`src/rtl/mem_arb.sv`:
```
// mem_arb: shares one memory port between fetch and the MEM stage.
// Data has priority; a burst counter bounds how long fetch is held off.
module mem_arb #(
  parameter int XLEN        = 32,
  parameter int PC_SIZE     = 32,
  parameter int MAX_D_BURST = 4
) (
  input  logic               clk,
  input  logic               pc_rst_n,
  input  logic               if_req,
  input  logic [PC_SIZE-1:0] if_addr,
  input  logic               if_flush,
  output logic               if_gnt,
  output logic               if_rvalid,
  output logic [XLEN-1:0]    if_rdata,
  input  logic               d_req,
  input  logic               d_we,
  input  logic [XLEN-1:0]    d_addr,
  input  logic [XLEN-1:0]    d_wdata,
  input  logic [2:0]         d_mode,
  output logic               d_gnt,
  output logic               d_rvalid,
  output logic [XLEN-1:0]    d_rdata,
  output logic               bus_req,
  output logic               bus_we,
  output logic [XLEN-1:0]    bus_addr,
  output logic [XLEN-1:0]    bus_wdata,
  output logic [2:0]         bus_mode,
  input  logic               bus_gnt,
  input  logic               bus_rvalid,
  input  logic [XLEN-1:0]    bus_rdata
);

  typedef enum logic [1:0] {
    IDLE,
    REQ,
    WAIT
  } state_e;

  localparam logic [3:0] MAX_B = 4'(MAX_D_BURST);

  state_e            state_q, state_d;
  logic              own_d_q, own_d_d;
  logic [3:0]        streak_q, streak_d;
  logic              kill_q, kill_d;
  logic              bus_req_q, bus_req_d;
  logic              bus_we_q, bus_we_d;
  logic [XLEN-1:0]   bus_addr_q, bus_addr_d;
  logic [XLEN-1:0]   bus_wdata_q, bus_wdata_d;
  logic [2:0]        bus_mode_q, bus_mode_d;
  logic              if_rvalid_q, if_rvalid_d;
  logic              d_rvalid_q, d_rvalid_d;
  logic [XLEN-1:0]   if_rdata_q, if_rdata_d;
  logic [XLEN-1:0]   d_rdata_q, d_rdata_d;
  logic              pick_if, pick_d;

  always_comb begin
    state_d     = state_q;
    own_d_d     = own_d_q;
    streak_d    = streak_q;
    kill_d      = kill_q;
    bus_req_d   = bus_req_q;
    bus_we_d    = bus_we_q;
    bus_addr_d  = bus_addr_q;
    bus_wdata_d = bus_wdata_q;
    bus_mode_d  = bus_mode_q;
    if_rvalid_d = 1'b0;
    d_rvalid_d  = 1'b0;
    if_rdata_d  = if_rdata_q;
    d_rdata_d   = d_rdata_q;
    pick_if     = 1'b0;
    pick_d      = 1'b0;
    unique case (state_q)
      IDLE: begin
        kill_d = 1'b0;
        // fetch overrides data only once the burst limit is hit
        if (d_req && !(if_req && streak_q == MAX_B)) begin
          pick_d = 1'b1;
        end else if (if_req) begin
          pick_if = 1'b1;
        end
        if (pick_d) begin
          state_d     = REQ;
          own_d_d     = 1'b1;
          bus_req_d   = 1'b1;
          bus_we_d    = d_we;
          bus_addr_d  = d_addr;
          bus_wdata_d = d_wdata;
          bus_mode_d  = d_mode;
          if (!if_req) begin
            streak_d = 4'd0;
          end else if (streak_q != 4'hf) begin
            streak_d = 4'(streak_q + 4'd1);
          end
        end else if (pick_if) begin
          state_d     = REQ;
          own_d_d     = 1'b0;
          bus_req_d   = 1'b1;
          bus_we_d    = 1'b0;
          bus_addr_d  = XLEN'(if_addr);
          bus_wdata_d = '0;
          bus_mode_d  = 3'b010;
          streak_d    = 4'd0;
        end
      end
      REQ: begin
        if (if_flush && !own_d_q) begin
          kill_d = 1'b1;
        end
        if (bus_gnt) begin
          bus_req_d = 1'b0;
          state_d   = bus_we_q ? IDLE : WAIT;
        end
      end
      WAIT: begin
        if (bus_rvalid) begin
          state_d = IDLE;
          kill_d  = 1'b0;
          if (own_d_q) begin
            d_rvalid_d = 1'b1;
            d_rdata_d  = bus_rdata;
          end else if (!kill_q && !if_flush) begin
            if_rvalid_d = 1'b1;
            if_rdata_d  = bus_rdata;
          end
        end else if (if_flush && !own_d_q) begin
          kill_d = 1'b1;
        end
      end
      default: state_d = IDLE;
    endcase
  end

  always_ff @(posedge clk or negedge pc_rst_n) begin
    if (!pc_rst_n) begin
      state_q     <= IDLE;
      own_d_q     <= 1'b0;
      streak_q    <= 4'd0;
      kill_q      <= 1'b0;
      bus_req_q   <= 1'b0;
      bus_we_q    <= 1'b0;
      bus_addr_q  <= '0;
      bus_wdata_q <= '0;
      bus_mode_q  <= 3'b000;
      if_rvalid_q <= 1'b0;
      d_rvalid_q  <= 1'b0;
      if_rdata_q  <= '0;
      d_rdata_q   <= '0;
    end else begin
      state_q     <= state_d;
      own_d_q     <= own_d_d;
      streak_q    <= streak_d;
      kill_q      <= kill_d;
      bus_req_q   <= bus_req_d;
      bus_we_q    <= bus_we_d;
      bus_addr_q  <= bus_addr_d;
      bus_wdata_q <= bus_wdata_d;
      bus_mode_q  <= bus_mode_d;
      if_rvalid_q <= if_rvalid_d;
      d_rvalid_q  <= d_rvalid_d;
      if_rdata_q  <= if_rdata_d;
      d_rdata_q   <= d_rdata_d;
    end
  end

  assign if_gnt    = pick_if & pc_rst_n;
  assign d_gnt     = pick_d & pc_rst_n;
  assign bus_req   = bus_req_q;
  assign bus_we    = bus_we_q;
  assign bus_addr  = bus_addr_q;
  assign bus_wdata = bus_wdata_q;
  assign bus_mode  = bus_mode_q;
  assign if_rvalid = if_rvalid_q;
  assign d_rvalid  = d_rvalid_q;
  assign if_rdata  = if_rdata_q;
  assign d_rdata   = d_rdata_q;

endmodule

```
`config.mk`:
```
export PLATFORM = sky130hd
export DESIGN_NAME = mem_arb
export DESIGN_NICKNAME = d
export VERILOG_FILES = /design/src/rtl/mem_arb.sv
export SDC_FILE = /design/constraint.sdc
export NUM_CORES = 1
export LEC_CHECK = 0
export ABC_AREA = 1
export CAP_MARGIN = 20
export CORE_MARGIN = 2
export CORE_UTILIZATION = 42
export DETAILED_ROUTE_END_ITERATION = 16
export PLACE_DENSITY = 0.8
export SYNTH_ARGS = -nofsm -noshare
export SYNTH_HDL_FRONTEND = slang
export SYNTH_SLANG_ARGS = --single-unit
```
`constraint.sdc`:
```
create_clock -name clk -period 2.2 [get_ports clk]
set_clock_uncertainty 0.05 [all_clocks]
set_input_delay 0.66 -clock clk [delete_from_list [all_inputs] [get_ports clk]]
set_output_delay 0.66 -clock clk [all_outputs]
set_load 0.1 [all_outputs]
```
After elaboration in Yosys (flattened, before gate mapping)
Cells that the tools add are included.
{ "totals": {"ff_bits": 143, "input_bits": 139, "out_inout_bits": 137, "wordCells": 83} }
{ "op_classes": {"addsub": 1, "n_eq_ne": 8, "muxes": 40, "bitwise": 3, "reduce_logical": 18} }
{ "ops": {"columns": ["cell", "count"], "rows": [
  ["two-way mux 32 bit", 4],
  ["two-way mux 1 bit", 22],
  ["two-way mux 4 bit", 4],
  ["AND reduction 3 bit", 4],
  ["two-way mux 2 bit", 5],
  ["two-way mux 3 bit", 2],
  ["case mux 2 bit (3 select lines)", 1],
  ["adder 4 x 1 -> 4 bit (second input constant)", 1],
  ["equality test 4 x 3 -> 1 bit (second input constant)", 1],
  ["logical AND 1 bit", 4],
  ["zero test 1 bit", 4],
  ["inequality test 2 bit (second input constant)", 2],
  ["inequality test 4 bit (second input constant)", 1],
  ["AND reduction 4 bit", 1],
  ["nonzero test 2 bit", 2],
  ["inequality test 3 x 2 -> 1 bit (second input constant)", 1],
  ["inequality test 3 bit (second input constant)", 1],
  ["case mux 1 bit (3 select lines)", 1],
  ["nonzero test 3 bit", 1],
  ["AND 1 bit", 2],
  ["equality test 2 x 1 -> 1 bit (second input constant)", 1],
  ["equality test 2 bit (second input constant)", 1],
  ["zero test 2 bit", 1],
  ["case mux 1 bit (2 select lines)", 1],
  ["other kinds (2)", 2]
]} }

Depth between registers and ports, before layout
Gate-level depths: netlist of the first run.
{ "logic_depth": {"word_depth": 9, "ltp_mapped": 9, "depth_no_buf": 7} }

Worst setup path after synthesis of the first run
OpenSTA, ideal clock, no wires.
{ "synth_timing": {"path_type": "input port to output port", "from": "input if_req", "to": "output if_gnt", "t_arrival_ns": 3.310, "t_required_ns": 1.490, "path_slack_ns": -1.820, "path_stages": 5, "n_path_buf": 1, "cell_sequence": "nand4_2 -> nand2_2 -> buf_6 -> inv_1 -> nor3b_1"} }
{ "synth_between": {"elab_chain_cells": 7, "elab_cells_between_ends": 8, "cone_classes": "4 x mux; 1 x bitwise; 3 x reduce/logical"} }
{ "synth_lines": {"columns": ["item", "line_no", "text"], "rows": [
  ["start, declared", "10", "input logic if_req,"],
  ["logical AND 1 bit", "77", "if (d_req && !(if_req && streak_q == MAX_B)) begin"],
  ["zero test 1 bit", "77", null],
  ["logical AND 1 bit", "77", null],
  ["two-way mux 1 bit (*)", "77", null],
  ["two-way mux 1 bit (*) (2 in a row)", "73", "unique case (state_q)"],
  ["AND 1 bit (*)", "166", "assign if_gnt = pick_if & pc_rst_n;"],
  ["end, declared", "13", "output logic if_gnt,"]
]} }
Every way passes the cells marked *; elsewhere a longest branch is shown, timed or not. The select of a mux whose other input is x is not followed.

Final worst setup path of the first run
{ "layout_timing": {"from": "register streak_q[0]", "to": "output if_gnt"} }
{ "layout_between": {"elab_chain_cells": 8} }
{ "layout_lines": {"columns": ["item", "line_no", "text"], "rows": [
  ["start, declared", "44", "logic [3:0] streak_q, streak_d;"],
  ["start signal, assigned", "152", "streak_q <= streak_d;"],
  ["equality test 4 x 3 -> 1 bit", "77", null],
  ["logical AND 1 bit", "77", null],
  ["zero test 1 bit", "77", null],
  ["logical AND 1 bit", "77", null],
  ["two-way mux 1 bit", "77", null],
  ["two-way mux 1 bit (2 in a row)", "73", null],
  ["AND 1 bit", "166", null]
]} }
No other way between the ends. The select of a mux whose other input is x is not followed.

==> results.ini, run 1 <==
[status]
outcome = finished, violations left
violations = negative setup slack

[global_routing]
grt_pass1_wl_mm = 30.8
antenna_found_initial = 0
grt.total_usage = 0.249
grt_max_degree = 144
grt_pass1_vias = 5963
grt.overflow.total = 0

[detailed_routing]
dr_total_vias = 5943
finalWirelength_mm = 19.6
dr.pass1.iters = 5
drc = 0
vias_per_cell = 5.00
routedWlPerCell_um = 16.5
drtAntennaViolNets = 0
drtIter0Drc = 400

[placement]
dpl.cell_count = 1152
gp_congestion = 0.773
hpwl_mm = 14.0
portBuffers = 275
dp_slack_ns = -0.486

[worst_setup_path]
cp-end-kind = primary output
startpoint_type = register
cp.arrival_ns = 1.68
crit_required_ns = 1.49
rr_startpoint = streak_q[0]
crit_type = register to primary output
startpoint = streak_q[0]
crit_fanout = 2

[clock_tree]
clock_latency_ns = 0.41
cts.path.max_buffers = 2
clock-root-buffer = clkbuf_16
cts_num_sinks = 143
cts_tree = built
htree_levels = 4
cts_buffers = 17
path_clk_slew_ns = 0.06

[yosys]
synth_top_cells_by_count = 259 x nand2_1, 143 x dfrtp_1, 92 x o21ai_0
ys_top_cells_by_area = dfrtp_1 58%, nand2_1 16%, o21ai_0 7.4%
synthDistinctLibCells = 25
async_flop_share = 1.00
yosysSeqAreaShare = 0.576
synth_edf_count = 0
synth_most_common_cell = nand2_1
synth_cells = 720
synth-adder-area-share = 0.0141
synth_top_family_by_area = simple AND/OR/NAND/NOR gates
avgSynthCellArea_um2 = 8.62
ys_warn_count = 0
synth_compound_area_frac = 0.0784
synthXorXnorAreaFrac = 0.00141
syn_area_mm2 = 0.00621
yosysTopAreaCellShare = 0.576
synth_nets = 866
synth.largest_area_cell = dfrtp_1
synth_seq_cells = 143
ys.flop_type = dfrtp_1
synthSimpleGateAreaFrac = 0.245
synthMuxAreaShare = 0

[job]
maxCapViolations = 0

[timing]
clock.fmax_mhz = 419
timing.final.ws_setup_ns = -0.189
tns_ns = -0.305
finalCritPeriodShare = 1.09
slew_violations = 0
maxSlewHeadroom = 0.437
setup_viol = 2
rsz0062_at_grt = true
tightest_slew_ns = 0.845
hold_viol = 0
period_minus_slack_ns = 2.39

[finish]
drive_gt1_frac = 0.203
layout.nets = 1137
fillers = 863
areaGrowthSynthToFinish_pct = 80.8
final_cells = 1188
antennaDiodeCount = 0

[min_path]
hp-class = input pin to asynchronous set/reset pin

[floorplan]
die_y_um = 126
row_count = 44
dieWidth_um = 126
ios = 276
core_mm2 = 0.0145
dieArea_mm2 = 0.0158
initial_core_util = 0.429

==> path summary, 6_finish.rpt <==
check / slack (ns) / depth (start not counted) / to
hold reg to reg: 0.46 / 2 / kill_q
hold / removal: 0.25 / 2 / bus_wdata[23]
setup reg to reg: 0.16 / 9 / own_d_q
min in group clk: 0.46 / 2 / kill_q
max in group asynchronous: 1.14 / 2 / d_rdata[6]
setup / recovery: -0.19 / 7 / if_gnt
==> worst max-delay path, cell delays in order, from the launching register on <==
cell and delay, ns:
dfrtp_1 0.40, inv_2 0.09, ha_4 0.15, nand4_4 0.09, nand2_4 0.10, inv_4 0.04
nor3b_4 0.20, buf_12 0.20
==> cell families after synthesis <==
| logic type | Yosys count |
|---|---|
| AOI/OAI and AO/OA | 96 |
| xor gates and xnor gates | 1 |
| adders and majority gates | 7 |
| buffers and inverters | 123 |
| DFF | 143 |
| and+or+nand+nor | 350 |
==> sequential cells by signal, summed over array words and instances (netlist names) <==
name / count
bus_addr: 32
bus_mode: 3
bus_req: 1
bus_wdata: 32
bus_we: 1
d_rdata: 32
d_rvalid: 1
if_rdata: 32
if_rvalid: 1
kill_q: 1
own_d_q: 1
state_q: 2
streak_q: 4
==> layout make-up <==
type	count	area (µm²)	share of cell area
clock buffers	22	474	0.0422
clock inverters	10	134	0.0119
inverters	81	307	0.0273
multi-input cells	454	2180	0.194
flip-flops and latches	143	3580	0.319
well taps	184	230	0.0205
repair buffers	294	4330	0.385
==> layer usage <==
metal	wire length, µm	vias to the layer above	track usage
li1	-	2791	-
met1	7440	2827	0.289
met4	342	0	0.0797
met2	9960	298	0.436
met5	0	-	0
met3	1850	27	0.0830
==> per-stage QoR <==
step                hold WS (ns)  area [µm²]  utilization
detailed placement         0.457       10600        0.729
finish                     0.254       11200        0.775
global route               0.384       11200        0.775
floorplan                  0.314        6240            -
CTS                        0.362       11200        0.775
global placement           0.434       10600        0.729
==> cells in the final DEF (no fill, tap or decap) <==
| cell type | netlist | layout |
|---|---|---|
| inv_6 | 0 | 1 |
| ha_4 | 0 | 2 |
| clkinvlp_4 | 0 | 2 |
| nand2_2 | 1 | 1 |
| clkdlybuf4s50_1 | 0 | 135 |
| o21ai_0 | 92 | 92 |
| buf_4 | 1 | 14 |
| nor2_2 | 1 | 1 |
| o21ai_1 | 1 | 1 |
| xor2_1 | 1 | 1 |
| nand4_4 | 0 | 1 |
| buf_12 | 0 | 142 |
| nand2_4 | 0 | 1 |
| nand3_2 | 0 | 2 |
| nand2_1 | 259 | 258 |
| a21boi_0 | 1 | 1 |
| o22ai_1 | 1 | 1 |
| nand3_1 | 41 | 39 |
| nor2_4 | 1 | 2 |
| bufinv_16 | 0 | 3 |
| clkinv_2 | 0 | 4 |
| inv_1 | 80 | 75 |
| nand4_1 | 5 | 5 |
| o21bai_1 | 1 | 1 |
| buf_6 | 6 | 1 |
| inv_2 | 1 | 5 |
| nand3b_1 | 32 | 32 |
| clkbuf_16 | 0 | 17 |
| clkbuf_1 | 20 | 2 |
| dlygate4sd2_1 | 0 | 2 |
| inv_4 | 0 | 1 |
| nor3b_4 | 0 | 1 |
| nor2_1 | 8 | 7 |
| ha_1 | 7 | 5 |
| clkbuf_8 | 0 | 3 |
| dfrtp_1 | 143 | 143 |
==> repair_timing <==
item	CTS	global route
setup endpoints to repair	5	2
hold buffers	0	0
setup buffers	3	1
pin swaps	4	0
resized for setup	11	0
Power of run 1 is left out: the tool's default activity adds up to more than one toggle a clock period on the data nets, which glitch-free logic cannot reach.
==> run 2: changes to the inputs <==
--- a/config.mk
+++ b/config.mk
@@ -11,6 +11,8 @@
 export CORE_UTILIZATION = 42
 export DETAILED_ROUTE_END_ITERATION = 16
 export PLACE_DENSITY = 0.8
+export SETUP_SLACK_MARGIN = 0.2
 export SYNTH_ARGS = -nofsm -noshare
 export SYNTH_HDL_FRONTEND = slang
 export SYNTH_SLANG_ARGS = --single-unit
+export TNS_END_PERCENT = 5
==> results.ini, run 2 (synthesized netlist as in run 1, its figures left out) <==
[detailed_routing]
drtIter0Drc = 359  ; was 400
routedWlPerCell_um = 16.0  ; was 16.5 µm
drtAntennaViolNets = 0  ; unchanged
drc = 0  ; unchanged
dr.pass1.iters = 5  ; unchanged
vias_per_cell = 4.95  ; was 5.00
finalWirelength_mm = 19.0  ; was 19.6 mm
dr_total_vias = 5871  ; was 5943

[timing]
clock.fmax_mhz = 422  ; was 419 MHz
tightest_slew_ns = 0.784  ; was 0.845 ns
period_minus_slack_ns = 2.37  ; was 2.39 ns
setup_viol = 2  ; unchanged
timing.final.ws_setup_ns = -0.172  ; was -0.189 ns
maxSlewHeadroom = 0.477  ; was 0.437
rsz0062_at_grt = true  ; unchanged
slew_violations = 0  ; unchanged
hold_viol = 0  ; unchanged
finalCritPeriodShare = 1.08  ; was 1.09

[clock_tree]
clock_latency_ns = 0.41  ; about the same
cts_num_sinks = 143  ; unchanged
cts.hold.buffers_added = 0  ; unchanged
clock-root-buffer = clkbuf_16  ; unchanged
cts.path.max_buffers = 2  ; unchanged
path_clk_slew_ns = 0.06  ; about the same
cts_buffers = 17  ; unchanged
cts_tree = built  ; unchanged
htree_levels = 4  ; unchanged

[floorplan]
initial_core_util = 0.429  ; unchanged
core_mm2 = 0.0145  ; unchanged
dieWidth_um = 126  ; unchanged
dieArea_mm2 = 0.0158  ; unchanged
row_count = 44  ; unchanged
ios = 276  ; unchanged
die_y_um = 126  ; unchanged

[worst_setup_path]
crit_type = register to primary output  ; unchanged
critPathMaxStageDelay_ns = 0.38  ; was 0.40 ns
slowest_stage = dfrtp_1  ; unchanged
cp.arrival_ns = 1.66  ; was 1.68 ns
r2r_end = own_d_q  ; unchanged
crit_required_ns = 1.49  ; about the same
critical_path.top_delay_family = flip-flops  ; unchanged
startpoint_type = register  ; unchanged
reg2reg_slack_ns = 0.43  ; was 0.16 ns
cp-end-kind = primary output  ; unchanged
cp.buffers_inverters = 3  ; unchanged
crit_fanout = 2  ; unchanged
worstRegToRegCells = 9  ; unchanged
cp_cell_sequence = inv_2 -> ha_4 -> nand4_4 -> nand2_2 -> inv_4 -> nor3b_4 -> buf_12  ; was inv_2 -> ha_4 -> nand4_4 -> nand2_4 -> inv_4 -> nor3b_4 -> buf_12
rr_startpoint = streak_q[0]  ; unchanged

[finish]
drive_gt1_frac = 0.202  ; was 0.203
layout.nets = 1136  ; was 1137
final_common_cell = nand2_1  ; unchanged
fillers = 875  ; was 863
areaGrowthSynthToFinish_pct = 80.2  ; was 80.8%
final_area_mm2 = 0.0112  ; about the same
final_cells = 1186  ; was 1188
antennaDiodeCount = 0  ; unchanged
final_cell_mix = 258 x nand2_1, 143 x dfrtp_1, 143 x buf_12  ; was 258 x nand2_1, 143 x dfrtp_1, 142 x buf_12

[status]
outcome = finished, violations left  ; unchanged
violations = negative setup slack  ; unchanged

[placement]
gp_congestion = 0.779  ; was 0.773
dpl.cell_count = 1152  ; unchanged
portBuffers = 275  ; unchanged
dp_slack_ns = -0.409  ; was -0.486 ns
place_area_mm2 = 0.0106  ; about the same
hpwl_mm = 13.5  ; was 14.0 mm

[global_routing]
grt.overflow.total = 0  ; unchanged
grt.total_usage = 0.246  ; was 0.249
grt_pass1_wl_mm = 30.6  ; was 30.8 mm
grt_pass1_vias = 5936  ; was 5963
antenna_found_initial = 0  ; unchanged
grt_max_degree = 144  ; unchanged

[job]
maxCapViolations = 0  ; unchanged

[min_path]
hp-class = input pin to asynchronous set/reset pin  ; unchanged

==> run 2: changes by cell type in the layout (fill, tap and decap cells not counted) <==
| cell | previous run | this run |
|---|---|---|
| buf_4 | 14 | 12 |
| buf_12 | 142 | 143 |
| bufinv_16 | 3 | 2 |
| clkbuf_8 | 3 | 2 |
| clkinv_4 | 0 | 1 |
| nand2_2 | 1 | 2 |
| nand2_4 | 1 | 0 |
==> run 2: worst register-to-register path, stage by stage (launching register included) <==
cell and delay [ns]:
dfrtp_1 0.38, inv_2 0.08, ha_4 0.16, nand4_4 0.08, nand2_2 0.10, buf_4 0.14, buf_12 0.23, nor2_1 0.11
buf_12 0.16, o21bai_1 0.15
==> run 2: how the worst max path moves through the flow <==
stage	from	to	slack [ns]	cells past startpoint
floorplan	streak_q[0]	if_gnt	-0.44	7
global placement	if_req	if_gnt	-0.36	6
detailed placement	if_req	if_gnt	-0.41	6
CTS	streak_q[0]	if_gnt	-0.18	7
global route	streak_q[0]	if_gnt	-0.25	7
finish	streak_q[0]	if_gnt	-0.17	7
==> run 2: layout make-up <==
cell class	count	area, µm²	area share
multi-input cells	454	2170	0.194
well taps	184	230	0.0206
clock buffers	21	460	0.0411
flip-flops and latches	143	3580	0.320
inverters	81	307	0.0274
clock inverters	10	113	0.0101
repair buffers	293	4330	0.387
==> run 2: per-layer routing <==
metal  routed length [µm]  up-vias  global-route usage  part of all wire
met3                 1640       26              0.0740             0.086
met1                 7410     2797               0.304              0.39
met2                 9610      256               0.410              0.51
met4                  336        0              0.0876             0.018
met5                    0        -                   0                 0
li1                     -     2792                   -                 -
==> run 2: through the flow <==
stage / utilization / hold slack [ns] / TNS (ns)
2_1_floorplan: - / 0.314 / -0.832
3_3_place_gp: 0.730 / 0.437 / -10.38
3_5_place_dp: 0.730 / 0.449 / -14.03
4_1_cts: 0.773 / 0.386 / -0.272
5_1_grt: 0.773 / 0.409 / -0.417
6_report: 0.773 / 0.329 / -0.248
==> run 2: timing repair <==
item	4_1_cts	5_1_grt
buffers inserted	3	0
pin swaps	4	0
gates resized for setup	11	0
endpoints found under the setup margin	12	2
cloned	0	0
endpoints found under the hold margin	0	0
Power of run 2 is left out for the same reason.
